[src/rtl/seq_div16by8.sv]
// ============================================================================
// Module   : seq_div16by8
// Purpose  : Sequential restoring divider, 16-bit dividend / 8-bit divisor,
//            one quotient bit per clock, start/done handshake.
// Options  : DIV_ZERO_SHORTCUT_EN - finish a divide-by-zero in one cycle.
// Revision : 1.0 - initial release
// ============================================================================
`default_nettype none

module seq_div16by8 (
  input  logic        clk,
  input  logic        reset,
  input  logic        start,
  input  logic [15:0] dividend,
  input  logic [7:0]  divisor,
  output logic        busy,
  output logic        done,
  output logic [15:0] quotient,
  output logic [7:0]  remainder,
  output logic        div_by_zero
);

  typedef enum logic [1:0] {
    S_IDLE = 2'd0,
    S_RUN  = 2'd1,
    S_ZERO = 2'd2
  } state_t;

  state_t      state_q;
  logic [4:0]  cnt_q;
  logic [15:0] q_q;
  logic [7:0]  r_q;
  logic [7:0]  dvsr_q;
  logic        busy_q;
  logic        done_q;
  logic [15:0] quot_q;
  logic [7:0]  rem_q;
  logic        dbz_q;

  logic [8:0]  t_d;
  logic [7:0]  r_d;
  logic [15:0] q_d;

  // The partial remainder stays below the divisor, so the subtraction
  // result always fits in 8 bits and only T needs the ninth bit.
  always_comb begin
    t_d = {r_q, q_q[15]};
    r_d = t_d[7:0];
    q_d = {q_q[14:0], 1'b0};
    if (t_d >= {1'b0, dvsr_q}) begin
      r_d = t_d[7:0] - dvsr_q;
      q_d = {q_q[14:0], 1'b1};
    end
  end

  always_ff @(posedge clk) begin
    if (reset) begin
      state_q <= S_IDLE;
      cnt_q   <= 5'd0;
      q_q     <= 16'd0;
      r_q     <= 8'd0;
      dvsr_q  <= 8'd0;
      busy_q  <= 1'b0;
      done_q  <= 1'b0;
      quot_q  <= 16'd0;
      rem_q   <= 8'd0;
      dbz_q   <= 1'b0;
    end else begin
      done_q <= 1'b0;
      case (state_q)
        S_IDLE: begin
          if (start) begin
            q_q    <= dividend;
            r_q    <= 8'd0;
            dvsr_q <= divisor;
            cnt_q  <= 5'd0;
            quot_q <= 16'd0;
            rem_q  <= 8'd0;
            dbz_q  <= 1'b0;
            busy_q <= 1'b1;
`ifdef DIV_ZERO_SHORTCUT_EN
            state_q <= (divisor == 8'd0) ? S_ZERO : S_RUN;
`else
            state_q <= S_RUN;
`endif
          end
        end
        S_RUN: begin
          q_q <= q_d;
          r_q <= r_d;
          if (cnt_q == 5'd15) begin
            cnt_q   <= 5'd0;
            quot_q  <= q_d;
            rem_q   <= r_d;
            dbz_q   <= (dvsr_q == 8'd0);
            done_q  <= 1'b1;
            busy_q  <= 1'b0;
            state_q <= S_IDLE;
          end else begin
            cnt_q <= cnt_q + 5'd1;
          end
        end
        S_ZERO: begin
          quot_q  <= 16'hFFFF;
          rem_q   <= q_q[7:0];
          dbz_q   <= 1'b1;
          done_q  <= 1'b1;
          busy_q  <= 1'b0;
          state_q <= S_IDLE;
        end
        default: begin
          busy_q  <= 1'b0;
          state_q <= S_IDLE;
        end
      endcase
    end
  end

  assign busy        = busy_q;
  assign done        = done_q;
  assign quotient    = quot_q;
  assign remainder   = rem_q;
  assign div_by_zero = dbz_q;

endmodule

`default_nettype wire

[config.mk]
export PLATFORM = sky130hd
export DESIGN_NAME = seq_div16by8
export DESIGN_NICKNAME = d
export VERILOG_FILES = /design/src/rtl/seq_div16by8.sv
export SDC_FILE = /design/constraint.sdc
export NUM_CORES = 1
export LEC_CHECK = 0
export ABC_CLOCK_PERIOD_IN_PS = 2300
export CORE_UTILIZATION = 46
export DETAILED_ROUTE_END_ITERATION = 8
export GPL_ROUTABILITY_DRIVEN = 0
export PLACE_DENSITY = 0.81
export SLEW_MARGIN = 20
export SYNTH_ARGS = -nofsm -noshare
export SYNTH_HDL_FRONTEND = slang
export SYNTH_SLANG_ARGS = --single-unit
[constraint.sdc]
create_clock -name clk -period 2.3 [get_ports clk]
set_clock_uncertainty 0.1 [all_clocks]
set_input_delay 0.575 -clock clk [delete_from_list [all_inputs] [get_ports clk]]
set_output_delay 0.575 -clock clk [all_outputs]
set_load 0.01 [all_outputs]
Word level (Yosys, flattened, before mapping) --
Cells that the tools add are included.
Storage, ports and cells: output and inout port bits 27, register bits 66
Cells by class: reductions and logical operators 8, magnitude comparators 1, add/sub/neg operators 2, muxes and demuxes 25, eq/ne operators 5
Operators by type and width (number):
- $mux W16 | 3
- $pmux W16 S3 | 1
- $pmux W16 S2 | 1
- $mux W8 | 3
- $pmux W8 S3 | 1
- $pmux W8 S2 | 1
- $mux W5 | 2
- $pmux W5 S2 | 1
- $ge A9 B8 Y1 | 1
- $logic_not A8 Y1 | 1
- $sub A8 B8 Y8 | 1
- $mux W1 | 6
- $reduce_and A2 Y1 | 3
- $add A5 B1 Y5 const B | 1
- $eq A5 B4 Y1 const B | 1
- $mux W2 | 2
- $ne A2 B2 Y1 const B | 2
- $pmux W1 S2 | 2
- $pmux W2 S2 | 1
- $pmux W1 S3 | 1
- $reduce_and A3 Y1 | 1
- $reduce_bool A3 Y1 | 1
- $eq A2 B1 Y1 const B | 1
- $eq A2 B2 Y1 const B | 1
- other kinds (2) | 2

Logic depth before layout (Yosys ltp) --
Gate-level depths: netlist of the first run.
depth after elaboration 4, mapped depth 9

Worst setup path after synthesis of the first run --
No wires, ideal clock.
path type register to register, start register dvsr_q[3], end register r_q[5], data required time 2083 ps, stages on the path, launching flop included 8, setup time 117 ps, path slack -43 ps, arrival 2127 ps, path buffers 0, cell sequence dfxtp_1 inv_1 ha_1 and3_4 a221o_2 a211oi_4 mux2_2 a22o_1
On the way: longest elaborated chain between the ends 3, elaborated cells on any way between the ends 4
RTL lines:
- start, declared | line 33 | logic [7:0] dvsr_q;
- start signal, assigned | line 75 | dvsr_q <= divisor;
- $sub A8 B8 Y8 / $ge A9 B8 Y1 (equally long branches) | line 51, 50
- $mux W8 (*) | line 50 | if (t_d >= {1'b0, dvsr_q}) begin
- $pmux W8 S2 (*) | line 70 | case (state_q)
- end signal, assigned | line 90 | r_q <= r_d;
- end, declared | line 32 | logic [7:0] r_q;
Mark *: on every way between the ends. The rest lies on a longest branch, timed or not. A chain may end at the register's enable or synchronous reset.

Worst setup path after layout of the first run --
start register dvsr_q[1], end register r_q[1]
The elaborated chain is that of the path after synthesis.

==> results.cfg, run 1 <==
[setup_path]
end_kind = flip-flop
worst-setup-path-type = flip-flop to flip-flop
ff2ff_setup_slack_ns = -0.003
endpoint = r_q[1]$_SDFFE_PP0P_
cp-start-kind = flip-flop
r2r-start = dvsr_q[1]$_SDFFE_PP0P_
startpoint = dvsr_q[1]$_SDFFE_PP0P_
crit_required_ns = 2.49
worstReg2RegEnd = r_q[1]$_SDFFE_PP0P_
cp.arrival_ns = 2.50
r2r_cells = 8
crit_path_max_fanout = 7

[timing]
hold_viol_final = 0
fin_crit_sh_pct = 100
timing.final.ws_setup_ns = -0.00258
worstMarginPinSlew_ns = 0.452
drv_slew = 0
fin_crit_ns = 2.30
relSlewSlack_pct = 69.8
setup_viol = 1
rsz0062_at_grt = true
fmax_mhz = 434

[placement]
dp_hpwl_um = 4750
portBuffers = 53
place_ws_ns = -0.0285

[cts]
cts.sink_count = 64
cts.path.max_buffers = 2
root_buffer = clkbuf_8
cts_buffers = 9
path_clk_slew_ns = 0.07
clkLatencyLatePin_ns = 0.35
cts.hold.buffers_added = 0
cts_tree = done
cts-htree-levels = 3

[cells_and_area]
drive_gt1_share_pct = 17.0
num-fill-cells = 498
diodes = 0
ff_latch_area_mm2 = 0.00129
area_growth_pct = 38.5
nets = 438
multi_input_area_mm2 = 0.00153

[global_route]
grt_pass1_wl_um = 10900
overflow = 0
antenna_found_initial = 0
grt_max_degree = 26
first_global_vias = 2460
gr-usage-all-layers_pct = 22.3

[pwr]
finalPower_mw = 3.19
power.leakage_nw = 1.53
irDropWorstVdd_v = 0.000544
power.density_mw_per_mm2 = 813

[detailed_routing]
wl_per_cell_um = 14.4
vias = 2535
drt_first_pass_iters = 4
viasPerCell = 5.27
drt_iter0_markers = 79
post-route-drc-count = 0
ant_nets = 0
routed_wl_um = 6940

[synth]
synth_edf_count = 0
async_reset_ff_share_pct = 0
synth_cell_types = 41
synth_top_flop_cell = dfxtp_1
synth_nets = 365
syn-cell-area_mm2 = 0.00283
synthCells = 328
yosysTopAreaCell = dfxtp_1
synth.area.top_cells = dfxtp_1, a21oi_1, mux2i_1, nor2_1, nand2_1
synth_top_area_share_pct = 45.2
ys_ff_latch = 64
seq_area_frac_synth_pct = 45.2
avgSynthCellArea_um2 = 8.64
yosysWarningCount = 0

[floorplan]
die-width_um = 80.5
die-area_mm2 = 0.00648
initial_core_util_pct = 47.8
fp-row-count = 28
die_h_um = 80.5
core_mm2 = 0.00592
ioPinCount = 54

[hold_path]
hold_depth = 2
hp-class = flip-flop to flip-flop

[run_status]
status = complete, but fails checks
violations = negative setup slack

[run]
cap_violations = 0
[worst max-delay path, stage by stage, from the launching register on]
cell and delay, ns:
dfxtp_2 0.33, inv_2 0.05, ha_4 0.24, a21o_1 0.17
a221o_2 0.40, a211oi_4 0.35, buf_6 0.21, mux2i_2 0.24
a22o_1 0.16
[metrics by stage]
stage,hold slack (ns),TNS [ns],util [%],area (µm²),cells
finish,0.352,-0.00258,66.3,3920,481
global route,0.366,-0.554,66.3,3920,481
CTS,0.358,0,64.5,3820,479
detailed placement,0.348,-0.0868,60.6,3590,462
global placement,0.343,0,60.6,3590,462
floorplan,0.340,0,-,2850,328
[layout by cell type, fill, tap and decap left out, types with 5 or more instances in the layout]
| cell type | n |
|---|---|
| nor2_1 | 43 |
| nand2_1 | 36 |
| nor2b_1 | 5 |
| dfxtp_2 | 7 |
| a21oi_1 | 42 |
| o21ai_1 | 6 |
| inv_1 | 7 |
| clkdlybuf4s50_1 | 53 |
| mux2i_1 | 17 |
| clkbuf_8 | 10 |
| nand3_1 | 16 |
| a22o_1 | 10 |
| buf_4 | 28 |
| dfxtp_1 | 57 |
| ha_4 | 5 |
[cell families (layout without fill, tap and decap cells)]
| family | count (synthesis) | after routing | synth area share (%) |
|---|---|---|---|
| AO/OA/AOI/OAI | 76 | 76 | 17.0 |
| XOR/XNOR | 6 | 6 | 1.86 |
| adder cells (fa/ha/maj) | 10 | 10 | 4.68 |
| buffers and inverters | 31 | 109 | 4.42 |
| flip-flops | 64 | 64 | 45.2 |
| multiplexers | 22 | 22 | 7.82 |
| AND/OR/NAND/NOR | 119 | 119 | 18.9 |
[what timing repair did]
item	4_1_cts	5_1_grt
setup endpoints to repair	11	12
buffers inserted	1	2
cloned	0	0
hold endpoints to repair	0	0
pin swaps	2	7
gates resized for setup	1	23
[synthesized netlist by cell type, drive strengths merged (4+ instances only)]
master / number
nor3b: 4
nor2b: 5
dfxtp: 64
a22o: 10
o21ai: 8
mux2i: 21
nand3: 16
ha: 9
inv: 11
clkbuf: 15
nor2: 43
nand2: 36
a21oi: 42
buf: 5
[state kept, by name (all words and copies together), names as in the netlist]
signal	flops
r_q	8
quotient	16
cnt_q	5
done	1
dvsr_q	8
div_by_zero	1
q_q	16
busy	1
remainder	8
[metal layers]
layer | GRT usage (%) | vias up | routed length (µm)
met5 | 0 | - | 0
met1 | 26.4 | 1192 | 3040
met2 | 37.0 | 46 | 3490
li1 | - | 1283 | -
met3 | 6.59 | 14 | 290
met4 | 10.4 | 0 | 123
[how the worst min path moves through the flow]
| stage | start | end | slack, ns |
|---|---|---|---|
| finish | remainder[2]$_SDFFE_PP0P_ | remainder[2]$_SDFFE_PP0P_ | 0.35 |
| global route | remainder[2]$_SDFFE_PP0P_ | remainder[2]$_SDFFE_PP0P_ | 0.37 |
| CTS | remainder[2]$_SDFFE_PP0P_ | remainder[2]$_SDFFE_PP0P_ | 0.36 |
| detailed placement | remainder[2]$_SDFFE_PP0P_ | remainder[2]$_SDFFE_PP0P_ | 0.35 |
| global placement | remainder[2]$_SDFFE_PP0P_ | remainder[2]$_SDFFE_PP0P_ | 0.34 |
| floorplan | q_q[0]$_SDFFE_PP0P_ | quotient[1]$_SDFFE_PP0P_ | 0.34 |
[layout make-up]
type	instances	share of cell area, %
Multi-Input combinational cell	233	38.9
Sequential cell	64	32.9
Timing Repair Buffer	82	19.2
Clock buffer	11	3.60
Tap cell	75	2.39
Clock inverter	5	2.04
Inverter	11	1.05
[power by group]
part	switching (mW)	internal, mW
Sequential	0.0495	1.16
Clock	0.443	0.638
Combinational	0.429	0.471
Total	0.921	2.27
Power figures use the tool's default switching activity.
==> run 2: changes to the inputs <==
GPL_ROUTABILITY_DRIVEN = unset   (was 0)
==> run 2 against run 1 <==
  * The run still ends with negative setup slack left
  * Die area did not move
  * Hold slack got worse by 0.0037 ns
  * Power rose by 2.9%
  * Critical path type unchanged
==> results.cfg, run 2 (same netlist as run 1, synthesis figures left out) <==
[setup_path]
cp-start-kind = flip-flop
cp.arrival_ns = 2.45
worst-setup-path-type = flip-flop to flip-flop
crit_required_ns = 2.43
end_kind = flip-flop
crit_path_max_fanout = 7

[cells_and_area]
nets = 441
drive_gt1_share_pct = 18.8
ff_latch_area_mm2 = 0.00129
diodes = 0
layout_commonest_cell = dfxtp_1
area_growth_pct = 40.6
num-fill-cells = 465
final_cell_mix = dfxtp_1, clkdlybuf4s50_1, nor2_1, a21oi_1, nand2_1
multi_input_area_mm2 = 0.00154
final_area_mm2 = 0.00398

[cts]
cts.path.max_buffers = 2
root_buffer = clkbuf_8
cts_buffers = 9
cts.sink_count = 64
cts-htree-levels = 3
path_clk_slew_ns = 0.07
cts_tree = done
clkLatencyLatePin_ns = 0.35

[run]
cap_violations = 0

[pwr]
finalPower_mw = 3.28
clkPwrFrac_pct = 34.7
p_seq_share_pct = 36.9
p_sw_share_pct = 28.3
internal_power_mw = 2.35
power_frac_comb_pct = 28.5
irDropWorstVdd_v = 0.000527
power.density_mw_per_mm2 = 824
power.switching_mw = 0.928
power.leakage_nw = 1.56

[placement]
dp_hpwl_um = 4760
dpl_cell_area_mm2 = 0.00359
place_ws_ns = -0.0550
globalplace.congestion = 0.823
portBuffers = 53

[global_route]
grt_pass1_wl_um = 10800
grt_max_degree = 30
first_global_vias = 2380
antenna_found_initial = 0
gr-usage-all-layers_pct = 22.0
overflow = 0

[hold_path]
hp-class = flip-flop to flip-flop

[detailed_routing]
drt_first_pass_iters = 4
wl_per_cell_um = 14.1
drt_iter0_markers = 104
viasPerCell = 5.33
routed_wl_um = 6820
vias = 2581
post-route-drc-count = 0
ant_nets = 0

[floorplan]
core_mm2 = 0.00592
initial_core_util_pct = 47.8
fp-row-count = 28
die_h_um = 80.5
die-width_um = 80.5
ioPinCount = 54
die-area_mm2 = 0.00648

[timing]
drv_slew = 0
setup_tns_ns = -0.0412
worstMarginPinSlew_ns = 0.473
rsz0062_at_grt = true
fin_crit_sh_pct = 101
timing.final.ws_setup_ns = -0.0212
hold_viol_final = 0
fmax_mhz = 431
fin_crit_ns = 2.32
setup_viol = 5
relSlewSlack_pct = 68.4

[run_status]
violations = negative setup slack
status = complete, but fails checks
[run 2: cell count changes in the layout (fill, tap and decap cells not counted)]
cell      before  now
buf_4         28   31
clkbuf_8      10   12
dfxtp_1       57   55
dfxtp_2        7    9
o21ai_1        6    4
a21boi_0       1    0
a21boi_2       0    1
clkbuf_1       1    0
clkinv_2       1    0
mux2i_2        2    1
mux2i_4        2    3
o21ai_0        2    3
o21ai_2        0    1
[run 2: metrics by stage]
step	instances	hold slack, ns	util (%)
floorplan	328	0.340	-
global placement	462	0.344	60.6
CTS	481	0.353	65.4
finish	484	0.349	67.3
detailed placement	462	0.344	60.6
global route	484	0.368	67.3
[run 2: repair_timing]
item	4_1_cts	5_1_grt
resized for setup	4	25
pin swaps	3	7
setup endpoints to repair	10	15
setup buffers	3	3
hold buffers	0	0
[run 2: worst paths after layout]
| check | startpoint | to | slack, ns | cells past startpoint |
|---|---|---|---|---|
| worst min-delay path | remainder[2]$_SDFFE_PP0P_ | remainder[2]$_SDFFE_PP0P_ | 0.35 | 2 |
| worst min register to register | remainder[2]$_SDFFE_PP0P_ | remainder[2]$_SDFFE_PP0P_ | 0.35 | 2 |
| worst max-delay path | dvsr_q[3]$_SDFFE_PP0P_ | remainder[3]$_SDFFE_PP0P_ | -0.02 | 8 |
| worst max register to register | dvsr_q[3]$_SDFFE_PP0P_ | remainder[3]$_SDFFE_PP0P_ | -0.02 | 8 |
[run 2: critical path, stage by stage, from the launching register on]
cell,delay (ns)
dfxtp_2,0.33
inv_2,0.04
ha_4,0.23
a21o_1,0.16
a221o_2,0.42
a211oi_4,0.36
buf_6,0.22
mux2i_1,0.24
o21ai_0,0.10
[run 2: power groups by stage]
| stage | Combinational, mW | Clock, mW | Sequential, mW |
|---|---|---|---|
| 2_1_floorplan | 0.543 | 0 | 1.21 |
| 3_3_place_gp | 0.718 | 0 | 1.22 |
| 3_5_place_dp | 0.732 | 0 | 1.23 |
| 4_1_cts | 0.776 | 1.15 | 1.20 |
| 5_1_grt | 1.01 | 1.20 | 1.21 |
| 6_report | 0.935 | 1.14 | 1.21 |
[run 2: layer usage]
metal  part of all wire [%]  track usage, %
met1                     44            26.1
met2                     50            37.8
met3                    3.8            5.11
met4                    1.9            8.93
met5                      0               0
[run 2: layout make-up]
class / count / area share, %
clock buffers: 12 / 4.15
clock inverters: 4 / 1.88
inverters: 11 / 1.04
multi-input cells: 233 / 38.7
flip-flops and latches: 64 / 32.4
well taps: 75 / 2.36
repair buffers: 85 / 19.4
==> run 3: changes to the inputs <==
CORE_ASPECT_RATIO = 1.1   (was unset)
==> run 3 against run 2 <==
  * The run still ends with negative setup slack left
  * Non-clock buffer count decreased by 1
  * Clock-buffer cell count decreased by 2
  * Combinational power increased by 8%
  * Sequential cell count unchanged
  * Core utilization increased by 0.76 points
  * Via count increased by 1.2%
  * Hold slack improved by 0.0088 ns
  * Wire length increased by 3.4%
  * Critical path depth decreased by 1
  * Highest routed layer unchanged
==> results.cfg, run 3 (same netlist as run 1, synthesis figures left out) <==
[placement]
dp_hpwl_um = 4920
portBuffers = 53
globalplace.congestion = 0.883

[cts]
root_buffer = clkbuf_8
clkLatencyLatePin_ns = 0.34
path_clk_slew_ns = 0.07
cts_buffers = 9
cts.hold.buffers_added = 0
cts-htree-levels = 3
cts.sink_count = 64
cts_tree = done
cts.path.max_buffers = 2

[pwr]
power.leakage_nw = 1.55
power.density_mw_per_mm2 = 845
clkPwrFrac_pct = 34.0
irDropWorstVdd_v = 0.000528
finalPower_mw = 3.36
p_sw_share_pct = 28.2
power_frac_comb_pct = 30.0
p_seq_share_pct = 36.0
internal_power_mw = 2.41
power.switching_mw = 0.947

[floorplan]
initial_core_util_pct = 48.5
core_mm2 = 0.00584
ioPinCount = 54
die-area_mm2 = 0.00648
die_h_um = 84.3
fp-row-count = 29
die-width_um = 76.8

[setup_path]
startpoint = r_q[1]$_SDFFE_PP0P_
r2r-start = r_q[1]$_SDFFE_PP0P_
cp.arrival_ns = 2.49
end_kind = flip-flop
cp-start-kind = flip-flop
crit_path_max_fanout = 5
crit_required_ns = 2.48
worst-setup-path-type = flip-flop to flip-flop

[detailed_routing]
post-route-drc-count = 0
drt_iter0_markers = 168
viasPerCell = 5.39
ant_nets = 0
drt_first_pass_iters = 5
wl_per_cell_um = 14.6
vias = 2612
routed_wl_um = 7060

[global_route]
overflow = 0
grt_max_degree = 37
first_global_vias = 2519
antenna_found_initial = 0
gr-usage-all-layers_pct = 22.1
grt_pass1_wl_um = 11300

[timing]
fin_crit_sh_pct = 101
timing.final.ws_setup_ns = -0.0131
relSlewSlack_pct = 65.6
rsz0062_at_grt = true
worstMarginPinSlew_ns = 0.515
fin_crit_ns = 2.31
fmax_mhz = 432
hold_viol_final = 0
setup_viol = 5
drv_slew = 0
setup_tns_ns = -0.0446

[cells_and_area]
diodes = 0
drive_gt1_share_pct = 16.9
layout_commonest_cell = dfxtp_1
final_cell_mix = dfxtp_1, clkdlybuf4s50_1, nor2_1, a21oi_1, nand2_1
nets = 440
area_growth_pct = 40.3
postLayoutCoreUtil_pct = 68.0

[hold_path]
hp-class = flip-flop to flip-flop
worst_hold_startpoint = remainder[2]$_SDFFE_PP0P_

[run_status]
status = complete, but fails checks
violations = negative setup slack

[run]
cap_violations = 0
run 3: changes by cell type in the layout (fill, tap and decap cells not counted), sizes merged:
cell	delta
clkinv	+2
clkbuf	-2
buf	-1
bufinv	+1
clkinvlp	-1
run 3: routing by layer:
layer	GRT usage [%]	vias up	share of wire, %
met5	0	-	0
met4	8.22	0	1.4
met3	7.07	7	4.3
met2	38.2	61	53
met1	25.4	1245	42
li1	-	1299	-
run 3: timing repair:
action                                  in CTS  in global routing
endpoints found under the setup margin       8                 14
cloned                                       0                  0
pin swaps                                    2                  8
setup buffers                                2                  5
endpoints found under the hold margin        0                  0
resized for setup                            7                 19
run 3: critical path: stages (launching register included):
cell      delay [ns]
dfxtp_2         0.35
ha_1            0.31
and3_4          0.18
a221o_2         0.37
a211oi_4        0.33
buf_6           0.22
mux2i_4         0.24
a22o_1          0.15
run 3: final cells by class:
class / count / area [µm²]
fillers: 451 / 1870
multi-input cells: 233 / 1540
flip-flops and latches: 64 / 1290
repair buffers: 84 / 771
clock buffers: 10 / 128
clock inverters: 6 / 108
well taps: 77 / 96.3
inverters: 11 / 41.3
run 3: per-stage QoR:
stage,area [µm²],std cells,setup WS (ns),hold slack [ns]
final,3980,485,-0.0131,0.357
after detailed placement,3570,462,-0.0708,0.351
after global placement,3570,462,-0.0194,0.346
after floorplan,2850,328,0.00177,0.340
after CTS,3850,480,0.00968,0.358
after global routing,3980,485,-0.103,0.384
run 3: final timing paths:
path / end / slack, ns / depth (start not counted)
worst min register to register: remainder[2]$_SDFFE_PP0P_ / 0.36 / 2
worst max register to register: r_q[1]$_SDFFE_PP0P_ / -0.01 / 7
worst max-delay path: r_q[1]$_SDFFE_PP0P_ / -0.01 / 7
worst min-delay path: remainder[2]$_SDFFE_PP0P_ / 0.36 / 2
run 3: power by group through the flow:
stage | logic, mW | clock network [mW] | registers, mW
after floorplan | 0.543 | 0 | 1.21
after global placement | 0.719 | 0 | 1.23
after detailed placement | 0.739 | 0 | 1.23
after CTS | 0.848 | 1.16 | 1.20
after global routing | 1.08 | 1.22 | 1.21
final | 1.01 | 1.14 | 1.21
